[src/rtl/dlatch_write_scheduler_if.sv]
// Requester handshake and latch-bank signals for dlatch_write_scheduler.
// master = requesters plus latch bank (testbench side), slave = the scheduler.
interface dlatch_write_scheduler_if #(
  parameter int N_LATCH = 4,
  parameter int ADDR_W  = 2
);
  logic              req0;
  logic              req1;
  logic [ADDR_W-1:0] addr0;
  logic [ADDR_W-1:0] addr1;
  logic              d0;
  logic              d1;
  logic              ack0;
  logic              ack1;
  logic [N_LATCH-1:0] latch_c;
  logic              latch_d;
  logic [N_LATCH-1:0] latch_q;
  logic              busy;
  logic              err;

  modport master (
    output req0, req1, addr0, addr1, d0, d1, latch_q,
    input  ack0, ack1, latch_c, latch_d, busy, err
  );

  modport slave (
    input  req0, req1, addr0, addr1, d0, d1, latch_q,
    output ack0, ack1, latch_c, latch_d, busy, err
  );
endinterface

[src/rtl/dlatch_write_scheduler.sv]
// Round-robin write sequencer for a gated D latch bank (setup / C pulse / hold).
// Optional readback compare of latch_q on the last hold cycle: DLATCH_READBACK_CHECK_EN.
//   state   | meaning
//   S_IDLE  | no write in flight, arbitrate requests
//   S_SETUP | D driven, C low (SETUP_CYC cycles after the grant cycle)
//   S_PULSE | D driven, C of the target latch high
//   S_HOLD  | D driven, C low
//   S_DONE  | ack (and err) pulse to the granted requester
module dlatch_write_scheduler #(
  parameter int N_LATCH   = 4,
  parameter int ADDR_W    = 2,
  parameter int SETUP_CYC = 1,
  parameter int PULSE_CYC = 2,
  parameter int HOLD_CYC  = 1
) (
  input  logic                      clk,
  input  logic                      rst_n,
  dlatch_write_scheduler_if.slave   bus
);

  localparam int MAX_CYC = (SETUP_CYC > PULSE_CYC) ?
                           ((SETUP_CYC > HOLD_CYC) ? SETUP_CYC : HOLD_CYC) :
                           ((PULSE_CYC > HOLD_CYC) ? PULSE_CYC : HOLD_CYC);
  localparam int CNT_W = $clog2(MAX_CYC + 1);

  typedef enum logic [2:0] {
    S_IDLE, S_SETUP, S_PULSE, S_HOLD, S_DONE
  } state_t;

  state_t             r_state;
  logic [CNT_W-1:0]   r_cnt;
  logic [ADDR_W-1:0]  r_addr_q;
  logic               r_d_q;
  logic               r_gnt1;
  logic               r_ptr;
  logic [N_LATCH-1:0] r_latch_c;
  logic               r_latch_d;
  logic               r_ack0;
  logic               r_ack1;
  logic               r_busy;
  logic               r_err;

  logic               w_gnt1;
  logic [N_LATCH-1:0] w_onehot;
  logic               w_addr_ok;
  logic               w_rb_bad;

  assign w_gnt1 = bus.req1 & (~bus.req0 | r_ptr);

  always_comb begin
    w_onehot = '0;
    for (int i = 0; i < N_LATCH; i++) begin
      if (r_addr_q == ADDR_W'(i)) w_onehot[i] = 1'b1;
    end
  end

  // An address beyond the bank decodes to no latch at all.
  assign w_addr_ok = |w_onehot;

`ifdef DLATCH_READBACK_CHECK_EN
  assign w_rb_bad = w_addr_ok & ((|(bus.latch_q & w_onehot)) != r_d_q);
`else
  assign w_rb_bad = 1'b0;
`endif

  always_ff @(posedge clk) begin
    if (!rst_n) begin
      r_state   <= S_IDLE;
      r_cnt     <= '0;
      r_addr_q  <= '0;
      r_d_q     <= 1'b0;
      r_gnt1    <= 1'b0;
      r_ptr     <= 1'b0;
      r_latch_c <= '0;
      r_latch_d <= 1'b0;
      r_ack0    <= 1'b0;
      r_ack1    <= 1'b0;
      r_busy    <= 1'b0;
      r_err     <= 1'b0;
    end else begin
      r_ack0 <= 1'b0;
      r_ack1 <= 1'b0;
      r_err  <= 1'b0;
      unique case (r_state)
        S_IDLE: begin
          if (bus.req0 | bus.req1) begin
            r_gnt1    <= w_gnt1;
            r_ptr     <= ~w_gnt1;
            r_addr_q  <= w_gnt1 ? bus.addr1 : bus.addr0;
            r_d_q     <= w_gnt1 ? bus.d1 : bus.d0;
            r_latch_d <= w_gnt1 ? bus.d1 : bus.d0;
            r_busy    <= 1'b1;
            r_cnt     <= CNT_W'(SETUP_CYC);
            r_state   <= S_SETUP;
          end
        end
        S_SETUP: begin
          if (r_cnt == '0) begin
            r_latch_c <= w_onehot;
            r_cnt     <= CNT_W'(PULSE_CYC - 1);
            r_state   <= S_PULSE;
          end else begin
            r_cnt <= r_cnt - 1'b1;
          end
        end
        S_PULSE: begin
          if (r_cnt == '0) begin
            r_latch_c <= '0;
            r_cnt     <= CNT_W'(HOLD_CYC - 1);
            r_state   <= S_HOLD;
          end else begin
            r_cnt <= r_cnt - 1'b1;
          end
        end
        S_HOLD: begin
          if (r_cnt == '0) begin
            r_ack0  <= ~r_gnt1;
            r_ack1  <= r_gnt1;
            r_err   <= ~w_addr_ok | w_rb_bad;
            r_state <= S_DONE;
          end else begin
            r_cnt <= r_cnt - 1'b1;
          end
        end
        S_DONE: begin
          r_busy  <= 1'b0;
          r_state <= S_IDLE;
        end
        default: r_state <= S_IDLE;
      endcase
    end
  end

  assign bus.latch_c = r_latch_c;
  assign bus.latch_d = r_latch_d;
  assign bus.ack0    = r_ack0;
  assign bus.ack1    = r_ack1;
  assign bus.busy    = r_busy;
  assign bus.err     = r_err;

endmodule

[src/flat_wrapper.sv]
// flat-port wrapper written by rule: the top's interface ports become plain ports
module dlatch_write_scheduler_flat 
#(
  parameter int N_LATCH   = 4,
  parameter int ADDR_W    = 2,
  parameter int SETUP_CYC = 1,
  parameter int PULSE_CYC = 2,
  parameter int HOLD_CYC  = 1
)
  (clk, rst_n, bus_req0, bus_req1, bus_addr0, bus_addr1, bus_d0, bus_d1, bus_latch_q, bus_ack0, bus_ack1, bus_latch_c, bus_latch_d, bus_busy, bus_err);
  dlatch_write_scheduler_if #(.N_LATCH(N_LATCH), .ADDR_W(ADDR_W)) bus_i ();
  input  logic clk;
  input  logic rst_n;
  input wire logic [$bits(bus_i.req0)-1:0] bus_req0;
  input wire logic [$bits(bus_i.req1)-1:0] bus_req1;
  input wire logic [$bits(bus_i.addr0)-1:0] bus_addr0;
  input wire logic [$bits(bus_i.addr1)-1:0] bus_addr1;
  input wire logic [$bits(bus_i.d0)-1:0] bus_d0;
  input wire logic [$bits(bus_i.d1)-1:0] bus_d1;
  input wire logic [$bits(bus_i.latch_q)-1:0] bus_latch_q;
  output wire logic [$bits(bus_i.ack0)-1:0] bus_ack0;
  output wire logic [$bits(bus_i.ack1)-1:0] bus_ack1;
  output wire logic [$bits(bus_i.latch_c)-1:0] bus_latch_c;
  output wire logic [$bits(bus_i.latch_d)-1:0] bus_latch_d;
  output wire logic [$bits(bus_i.busy)-1:0] bus_busy;
  output wire logic [$bits(bus_i.err)-1:0] bus_err;
  assign bus_i.req0 = bus_req0;
  assign bus_i.req1 = bus_req1;
  assign bus_i.addr0 = bus_addr0;
  assign bus_i.addr1 = bus_addr1;
  assign bus_i.d0 = bus_d0;
  assign bus_i.d1 = bus_d1;
  assign bus_i.latch_q = bus_latch_q;
  assign bus_ack0 = bus_i.ack0;
  assign bus_ack1 = bus_i.ack1;
  assign bus_latch_c = bus_i.latch_c;
  assign bus_latch_d = bus_i.latch_d;
  assign bus_busy = bus_i.busy;
  assign bus_err = bus_i.err;
  dlatch_write_scheduler #(.N_LATCH(N_LATCH), .ADDR_W(ADDR_W), .SETUP_CYC(SETUP_CYC), .PULSE_CYC(PULSE_CYC), .HOLD_CYC(HOLD_CYC)) u_core (.clk(clk), .rst_n(rst_n), .bus(bus_i));
endmodule
[config.mk]
export PLATFORM = sky130hd
export DESIGN_NAME = dlatch_write_scheduler_flat
export DESIGN_NICKNAME = d
export VERILOG_FILES = /design/src/rtl/dlatch_write_scheduler_if.sv /design/src/rtl/dlatch_write_scheduler.sv /design/src/flat_wrapper.sv
export SDC_FILE = /design/constraint.sdc
export NUM_CORES = 1
export LEC_CHECK = 0
export CAP_MARGIN = 15
export CORE_ASPECT_RATIO = 1.1
export CORE_MARGIN = 5
export CORE_UTILIZATION = 45
export CTS_BUF_LIST = sky130_fd_sc_hd__clkbuf_4 sky130_fd_sc_hd__clkbuf_8 sky130_fd_sc_hd__clkbuf_16
export DETAILED_ROUTE_END_ITERATION = 8
export PLACE_DENSITY = 0.72
export SKIP_LAST_GASP = 1
export SYNTH_ARGS = -nofsm -noshare
export SYNTH_HDL_FRONTEND = slang
export SYNTH_SLANG_ARGS = --single-unit
[constraint.sdc]
create_clock -name clk -period 1.86 [get_ports clk]
set_input_delay 0.186 -clock clk [delete_from_list [all_inputs] [get_ports clk]]
set_output_delay 0.186 -clock clk [all_outputs]
set_load 0.01 [all_outputs]
==> impl_metrics.env, run 1 <==
export IMPL_status="finished clean"
export IMPL_yosysWarnings=0
export IMPL_min_path_cells=1
export IMPL_yosysMostFrequentCell="dfxtp_1"
export IMPL_hold_end="u_core.bus.ack0"
export IMPL_clk_pin_slew_ns=0.10
export IMPL_design_area_sq_mm=0.001079
export IMPL_crit_buf_inv=1
export IMPL_synth_edf_count=0
export IMPL_numCtsBuffers=3
export IMPL_setup_violations=0
export IMPL_netlist_instances=91
export IMPL_powerDensity_mw_per_mm2=1051
export IMPL_synth_area_sq_um=862.1
export IMPL_core_area_sq_mm=0.001802
export IMPL_vias=715
export IMPL_synth_seq_area_share=0.4180
export IMPL_drt_wl_total_mm=1.580
export IMPL_antenna_found_initial=0
export IMPL_cts_tree="built"
export IMPL_cp_top_family="simple AND/OR/NAND/NOR gates"
export IMPL_fmax_mhz=640.9
export IMPL_track_usage=0.1306
export IMPL_grt_max_degree=16
export IMPL_grt_pass1_vias=676
export IMPL_synth_top_area_frac=0.4180
export IMPL_synth_distinct_cells=36
export IMPL_ff_latch_area_sq_um=360.3
export IMPL_rsz0062_at_grt="false"
export IMPL_nFillCells=162
export IMPL_die_w_um=51.73
export IMPL_io_pins=23
export IMPL_ctsHtreeMaxLevel=1
export IMPL_multi_input_area_sq_um=466.7
export IMPL_postCtsSetupRepairBufs=0
export IMPL_cp_slowest_cell="dfxtp_1"
export IMPL_r2r_start="u_core.r_cnt[0]"
export IMPL_yosys_top_cells_area="dfxtp_1 42%, ha_1 4.4%, a21oi_1 4.1%"
export IMPL_std_cell_rows=16
export IMPL_yosys_area_top_type="dfxtp_1"
export IMPL_chipHeight_um=55.91
export IMPL_postCtsHoldBufs=0
export IMPL_cts_resized=0
export IMPL_cp_cell_sequence="inv_1 -> ha_1 -> and4bb_1 -> or3b_1 -> a21oi_1"
export IMPL_antenna_left=0
export IMPL_total_power_mw=1.133
export IMPL_area_growth_syn_to_layout_pct=25.11
export IMPL_drc=0
export IMPL_fin_hold_ws_ns=0.4587
export IMPL_r2r_end="u_core.bus.latch_c[0]"
export IMPL_synth_commonest_cells="18 x dfxtp_1, 7 x a21oi_1, 7 x nand2_1, 6 x o21ai_0, 5 x nor2_1"
export IMPL_reg2reg_depth=5
export IMPL_grt_first_pass_wirelength_mm=2.918
export IMPL_drv_slew=0
export IMPL_report_final_hold_viol_count=0
export IMPL_drtIter0Drc=9
export IMPL_cp_max_fo=8
export IMPL_avgViaCountPerCell=5.586
export IMPL_critPathLaunchType="flop"
export IMPL_antenna_cells=0
export IMPL_dp_hpwl_mm=1.236
export IMPL_clkSinkCount=18
export IMPL_drt_pass1_iter_count=5
export IMPL_clockBufferDepth=2
export IMPL_power_leakage_nw=0.4097
export IMPL_timing_final_crit_share=0.8389
export IMPL_place_area_sq_mm=0.001056
export IMPL_dieArea_sq_mm=0.002892
export IMPL_finClkSkew_ns=0.004425
export IMPL_hp_start="u_core.r_gnt1"
export IMPL_place_congestion=0.6976
export IMPL_wire_per_inst_um=12.34
export IMPL_cts_root_buf="clkbuf_4"
export IMPL_worstPathRequired_ns=2.07
export IMPL_drv_cap=0
export IMPL_fin_setup_tns_ns=0
export IMPL_clock_latency_ns=0.28
export IMPL_r2r_slack_ns=0.30
export IMPL_io_buffer_count=18
export IMPL_syn_num_nets=108
export IMPL_overflow=0
export IMPL_synth_seq_cells=18
export IMPL_ys_flop_type="dfxtp_1"
export IMPL_synth_avg_cell_area_sq_um=9.473
export IMPL_synthArstFlopShare=0
export IMPL_drive_above_1_share=0.09091
export IMPL_period_minus_slack_ns=1.560
export IMPL_start_util=0.4785
export IMPL_setup_worst_path_class="flop to flop"
export IMPL_slowest_delay_ns=0.35
export IMPL_hold_class="flop to flop"
export IMPL_arrival_ns=1.77
export IMPL_num_nets_final=129
export IMPL_critPathCaptureType="flop"
export IMPL_ir_worst_vdd_v=0.0005444
-- worst max path at each step --
stage / start / to / slack, ns / depth (start not counted)
global placement: bus_req1 / u_core.bus.latch_d / 0.17 / 4
finish: u_core.r_cnt[0] / u_core.bus.latch_c[0] / 0.30 / 5
CTS: u_core.r_cnt[0] / u_core.bus.latch_c[0] / 0.29 / 5
floorplan: u_core.r_cnt[0] / u_core.bus.latch_c[0] / 0.46 / 5
detailed placement: bus_req1 / u_core.r_addr_q[0] / 0.16 / 4
global route: u_core.r_cnt[0] / u_core.bus.latch_c[0] / 0.20 / 5
-- cells in the final DEF, fill, tap and decap left out, types with 3 or more instances in the layout --
cell             instances
a21oi_1                  7
a221o_1                  3
clkbuf_4                 3
clkdlybuf4s50_1         18
dfxtp_1                 18
ha_1                     3
inv_1                    4
nand2_1                  7
nand2b_1                 4
nor2_1                   5
nor3_1                   4
o21ai_0                  6
-- metrics by stage --
stage	utilization	worst slack, ns	std cells
detailed placement	0.5861	0.1572	125
floorplan	-	0.4555	91
global placement	0.5861	0.1743	125
CTS	0.5986	0.2930	128
finish	0.5986	0.2997	128
global route	0.5986	0.1965	128
-- flip-flops by register name, summed over array words and instances, names as in the netlist --
name / count
u_core.r_gnt1: 1
u_core.r_state: 3
u_core.bus.busy: 1
u_core.bus.latch_c: 4
u_core.r_addr_q: 2
u_core.r_ptr: 1
u_core.bus.ack1: 1
u_core.r_cnt: 2
u_core.bus.err: 1
u_core.bus.ack0: 1
u_core.bus.latch_d: 1
-- report_power, final --
part           switching [mW]  leakage (nW)  internal, mW
clock                   0.108        0.0138        0.0750
sequential             0.0934         0.148         0.454
combinational           0.189         0.248         0.215
total                   0.390         0.410         0.743
-- logic make-up (layout without fill, tap and decap cells) --
kind of cell             Yosys count  after routing  share of synthesized area
AO/OA/AOI/OAI                     24             24                     0.2235
XOR/XNOR                           2              2                    0.02032
flip-flops                        18             18                     0.4180
multiplexers                       1              1                    0.01161
other                              1              1                   0.004350
adder cells (fa/ha/maj)            3              3                    0.04355
buffers and inverters              8             27                    0.04062
AND/OR/NAND/NOR                   34             34                     0.2381
-- area by class of cell --
cell class,instances,share of cell area
sequential,18,0.3341
tap,18,0.02088
multi-input combinational,65,0.4327
timing repair buffer,19,0.1740
inverter,5,0.01740
clock buffer,3,0.02088
-- metal layers --
layer	vias up	part of all wire	GRT usage
li1	368	-	-
met1	332	0.46	0.1678
met2	13	0.49	0.2091
met3	2	0.042	0.02413
met4	0	0.0063	0.05618
met5	-	0	0
(Power assumes the default switching activity.)
==> run 2: changes to the inputs <==
CORE_UTILIZATION = 42   (was 45)
PLACE_DENSITY = 0.71   (was 0.72)
clock period = 1.4 ns   (was 1.86 ns; I/O delays follow)
==> impl_metrics.env, run 2 (synthesis results as in run 1) <==
export IMPL_status="finished clean"
export IMPL_std_cell_rows=17
export IMPL_drc=0
export IMPL_drtIter0Drc=4
export IMPL_grt_max_degree=10
export IMPL_critPathCaptureType="flop"
export IMPL_numCtsBuffers=3
export IMPL_fin_ws_ns=0.03995
export IMPL_power_leakage_nw=0.4808
export IMPL_reg2reg_depth=3
export IMPL_start_util=0.4358
export IMPL_clk_pin_slew_ns=0.10
export IMPL_ir_worst_vdd_v=0.0008499
export IMPL_io_buffer_count=18
export IMPL_core_area_sq_mm=0.001978
export IMPL_finClkSkew_ns=0.003468
export IMPL_drt_pass1_iter_count=4
export IMPL_wire_per_inst_um=13.20
export IMPL_crit_buf_inv=0
export IMPL_final_util=0.6180
export IMPL_antenna_cells=0
export IMPL_drt_wl_total_mm=2.007
export IMPL_drv_cap=0
export IMPL_vias=782
export IMPL_ctsHtreeMaxLevel=1
export IMPL_dieArea_sq_mm=0.003060
export IMPL_antenna_left=0
export IMPL_final_common_cell="clkdlybuf4s50_1"
export IMPL_path_depth=3
export IMPL_num_nets_final=143
export IMPL_intPower_mw=1.127
export IMPL_overflow=0
export IMPL_postCtsHoldBufs=0
export IMPL_io_pins=23
export IMPL_cp_max_fo=5
export IMPL_grt_first_pass_wirelength_mm=3.132
export IMPL_setup_violations=0
export IMPL_track_usage=0.1366
export IMPL_setup_worst_path_class="flop to flop"
export IMPL_period_minus_slack_ns=1.360
export IMPL_pwr_share_seq=0.401
export IMPL_timing_final_crit_share=0.9715
export IMPL_min_path_cells=1
export IMPL_p_comb_frac=0.451
export IMPL_cp_cell_sequence="or4b_4 -> a211oi_4 -> a221o_1"
export IMPL_place_congestion=0.7662
export IMPL_cp_top_family="simple AND/OR/NAND/NOR gates"
export IMPL_drv_slew=0
export IMPL_clock_latency_ns=0.29
export IMPL_cp_slowest_cell="or4b_4"
export IMPL_avgViaCountPerCell=5.145
export IMPL_worstPathRequired_ns=1.64
export IMPL_area_growth_syn_to_layout_pct=41.80
export IMPL_cts_root_buf="clkbuf_4"
export IMPL_arrival_ns=1.60
export IMPL_fmax_mhz=735.3
export IMPL_report_final_hold_viol_count=0
export IMPL_critPathLaunchType="flop"
export IMPL_chipHeight_um=57.52
export IMPL_fin_setup_tns_ns=0
export IMPL_grt_pass1_vias=747
export IMPL_die_w_um=53.20
export IMPL_clkPwrFrac=0.147
export IMPL_largest_register_ffs=4
export IMPL_powerDensity_mw_per_mm2=1413
export IMPL_rsz0062_at_grt="true"
export IMPL_slowest_delay_ns=0.58
export IMPL_dp_hpwl_mm=1.510
export IMPL_switching_share=0.3475
export IMPL_clkSinkCount=18
export IMPL_p_sw_uw=600.1
export IMPL_pre_cts_slack_ns=-0.1983
export IMPL_antenna_found_initial=0
export IMPL_cts_tree="built"
export IMPL_hold_class="flop to flop"
export IMPL_drive_above_1_share=0.2581
export IMPL_clockBufferDepth=2
export IMPL_final_cell_mix="18 x clkdlybuf4s50_1, 15 x buf_4, 15 x dfxtp_1"
export IMPL_total_power_mw=1.727
==> run 2: cell count changes in the layout (fill, tap and decap cells not counted), sizes merged <==
| cell | previous run | this run |
|---|---|---|
| buf | 1 | 15 |
==> run 2: area by class of cell <==
type / instances / area, sq um
Sequential cell: 18 / 364.1
Fill cell: 180 / 755.7
Tap cell: 28 / 35.03
Inverter: 5 / 18.77
Multi-Input combinational cell: 65 / 489.2
Timing Repair Buffer: 33 / 292.8
Clock buffer: 3 / 22.52
==> run 2: worst paths after layout <==
path	slack [ns]	endpoint	from
max	0.04	u_core.r_addr_q[0]	u_core.r_state[0]
min	0.45	u_core.bus.ack0	u_core.r_gnt1
max reg2reg	0.04	u_core.r_addr_q[0]	u_core.r_state[0]
min reg2reg	0.45	u_core.bus.ack0	u_core.r_gnt1
==> run 2: layer usage <==
metal	global-route usage	vias up	routed length, um	share of wire
met1	0.1622	367	861	0.43
met3	0.03655	4	76	0.038
met5	0	-	0	0
met2	0.2323	12	1040	0.52
met4	0.04745	0	28	0.014
li1	-	399	-	-
==> run 2: power by group through the flow <==
stage	logic [mW]	clock network, mW	registers (mW)
after floorplan	0.434	0	0.693
after global routing	0.862	0.283	0.704
final	0.779	0.254	0.693
after CTS	0.713	0.253	0.684
after global placement	0.687	0	0.697
after detailed placement	0.711	0	0.696
==> run 2: repair_timing <==
action	CTS	global route
gates resized for setup	0	8
buffers inserted	0	2
hold endpoints to repair	0	0
setup endpoints to repair	0	6
==> run 2: per-stage QoR <==
step	instance area [sq um]	hold slack, ns	instances
3_3_place_gp	1161	0.4568	147
2_1_floorplan	864.6	0.2782	91
4_1_cts	1184	0.4609	150
5_1_grt	1222	0.4592	152
6_report	1222	0.4485	152
3_5_place_dp	1161	0.4477	147
==> run 3: changes to the inputs <==
MAX_ROUTING_LAYER = met4   (was default)
clock period = 1.1 ns   (was 1.4 ns; I/O delays follow)
==> impl_metrics.env, run 3 (synthesis results as in run 1) <==
export IMPL_status="finished with violations"
export IMPL_violations="setup timing"
export IMPL_io_buffer_count=18
export IMPL_fin_setup_tns_ns=-2.124
export IMPL_ctsHtreeMaxLevel=1
export IMPL_drive_above_1_share=0.4198
export IMPL_slowest_delay_ns=0.37
export IMPL_core_area_sq_mm=0.001978
export IMPL_setup_worst_path_class="flop to flop"
export IMPL_switching_share=0.3464
export IMPL_dp_hpwl_mm=1.551
export IMPL_crit_buf_inv=1
export IMPL_vias=800
export IMPL_finClkSkew_ns=0.009891
export IMPL_drv_slew=0
export IMPL_startpoint="u_core.r_state[1]"
export IMPL_drv_cap=0
export IMPL_track_usage=0.1569
export IMPL_clkPwrFrac=0.163
export IMPL_powerDensity_mw_per_mm2=1838
export IMPL_place_congestion=0.7847
export IMPL_drt_pass1_iter_count=2
export IMPL_cts_tree="built"
export IMPL_rsz0062_at_grt="true"
export IMPL_report_final_hold_viol_count=0
export IMPL_power_leakage_nw=0.5672
export IMPL_clk_pin_slew_ns=0.11
export IMPL_avgViaCountPerCell=5.031
export IMPL_clkSinkCount=18
export IMPL_grt_pass1_vias=818
export IMPL_finalNonFillerCells=159
export IMPL_setup_violations=13
export IMPL_critPathLaunchType="flop"
export IMPL_antenna_found_initial=0
export IMPL_intPower_mw=1.627
export IMPL_die_w_um=53.20
export IMPL_postCtsHoldBufs=0
export IMPL_drc=0
export IMPL_grt_max_degree=12
export IMPL_hold_class="primary input to flop"
export IMPL_drtIter0Drc=8
export IMPL_clockBufferDepth=2
export IMPL_critPathCaptureType="flop"
export IMPL_drt_wl_total_mm=2.063
export IMPL_numCtsBuffers=3
export IMPL_num_nets_final=149
export IMPL_chipHeight_um=57.52
export IMPL_fin_hold_ws_ns=0.4199
export IMPL_overflow=0
export IMPL_pre_cts_slack_ns=-0.4788
export IMPL_place_inst=153
export IMPL_final_cell_mix="19 x buf_4, 13 x dfxtp_1, 9 x clkdlybuf4s50_1"
export IMPL_pwr_share_seq=0.355
export IMPL_final_common_cell="buf_4"
export IMPL_p_sw_uw=862.7
export IMPL_std_cell_rows=17
export IMPL_hp_start="bus_d0"
export IMPL_antenna_cells=0
export IMPL_area_growth_syn_to_layout_pct=57.18
export IMPL_period_minus_slack_ns=1.336
export IMPL_ff_latch_area_sq_um=369.1
export IMPL_nFillCells=166
export IMPL_min_path_cells=2
export IMPL_wire_per_inst_um=12.97
export IMPL_cp_cell_sequence="buf_4 -> and4bb_1 -> or3b_1 -> a21oi_2"
export IMPL_largest_register_ffs=4
export IMPL_path_depth=4
export IMPL_timing_final_crit_share=1.214
export IMPL_cts_root_buf="clkbuf_4"
export IMPL_p_comb_frac=0.482
export IMPL_cp_top_family="simple AND/OR/NAND/NOR gates"
export IMPL_cp_slowest_cell="dfxtp_4"
export IMPL_antenna_left=0
export IMPL_r2r_start="u_core.r_state[1]"
export IMPL_fmax_mhz=748.6
export IMPL_io_pins=23
export IMPL_grt_first_pass_wirelength_mm=3.470
export IMPL_multi_input_area_sq_um=560.5
export IMPL_worstPathRequired_ns=1.34
export IMPL_fin_ws_ns=-0.2358
export IMPL_ir_worst_vdd_v=0.001494
export IMPL_clock_latency_ns=0.29
export IMPL_final_util=0.6850
export IMPL_start_util=0.4358
export IMPL_arrival_ns=1.57
export IMPL_cp_max_fo=8
export IMPL_dieArea_sq_mm=0.003060
export IMPL_reg2reg_depth=4
run 3: cell types whose count changed in the layout (fill, tap and decap cells not counted), sizes merged:
cell	before	now
clkdlybuf4s50	18	9
dlygate4sd2	0	8
clkdlybuf4s15	0	1
buf	15	21
clkbuf	3	4
run 3: cell type report:
class,count,area share
multi-input combinational,65,0.4137
sequential,18,0.2724
timing repair buffer,39,0.2475
clock buffer,4,0.02678
tap,28,0.02585
inverter,5,0.01385
run 3: timing repair:
action / CTS / global route
gates resized for setup: 24 / 12
setup buffers: 1 / 1
setup endpoints to repair: 23 / 16
pin swaps: 7 / 7
run 3: layer usage:
metal | part of all wire | vias to the layer above | track usage
li1 | - | 406 | -
met1 | 0.41 | 383 | 0.1643
met2 | 0.56 | 9 | 0.2819
met3 | 0.028 | 2 | 0.03394
met4 | 0.0048 | 0 | 0.05474
met5 | 0 | - | -
run 3: worst paths after layout:
path / to / slack (ns)
worst min register to register: u_core.bus.busy / 0.47
worst max-delay path: u_core.bus.latch_c[0] / -0.24
worst max register to register: u_core.bus.latch_c[0] / -0.24
worst min-delay path: u_core.bus.latch_d / 0.42
run 3: through the flow:
stage | total power, mW | area [sq um]
floorplan | 1.499 | 889.6
global placement | 1.874 | 1227
detailed placement | 1.906 | 1227
CTS | 2.417 | 1318
global route | 2.663 | 1355
finish | 2.490 | 1355
run 3: power by group through the flow:
| stage | clock [mW] | sequential (mW) | combinational (mW) |
|---|---|---|---|
| 2_1_floorplan | 0 | 0.899 | 0.600 |
| 3_3_place_gp | 0 | 0.890 | 0.985 |
| 3_5_place_dp | 0 | 0.891 | 1.02 |
| 4_1_cts | 0.418 | 0.878 | 1.12 |
| 5_1_grt | 0.457 | 0.901 | 1.31 |
| 6_report | 0.406 | 0.885 | 1.20 |
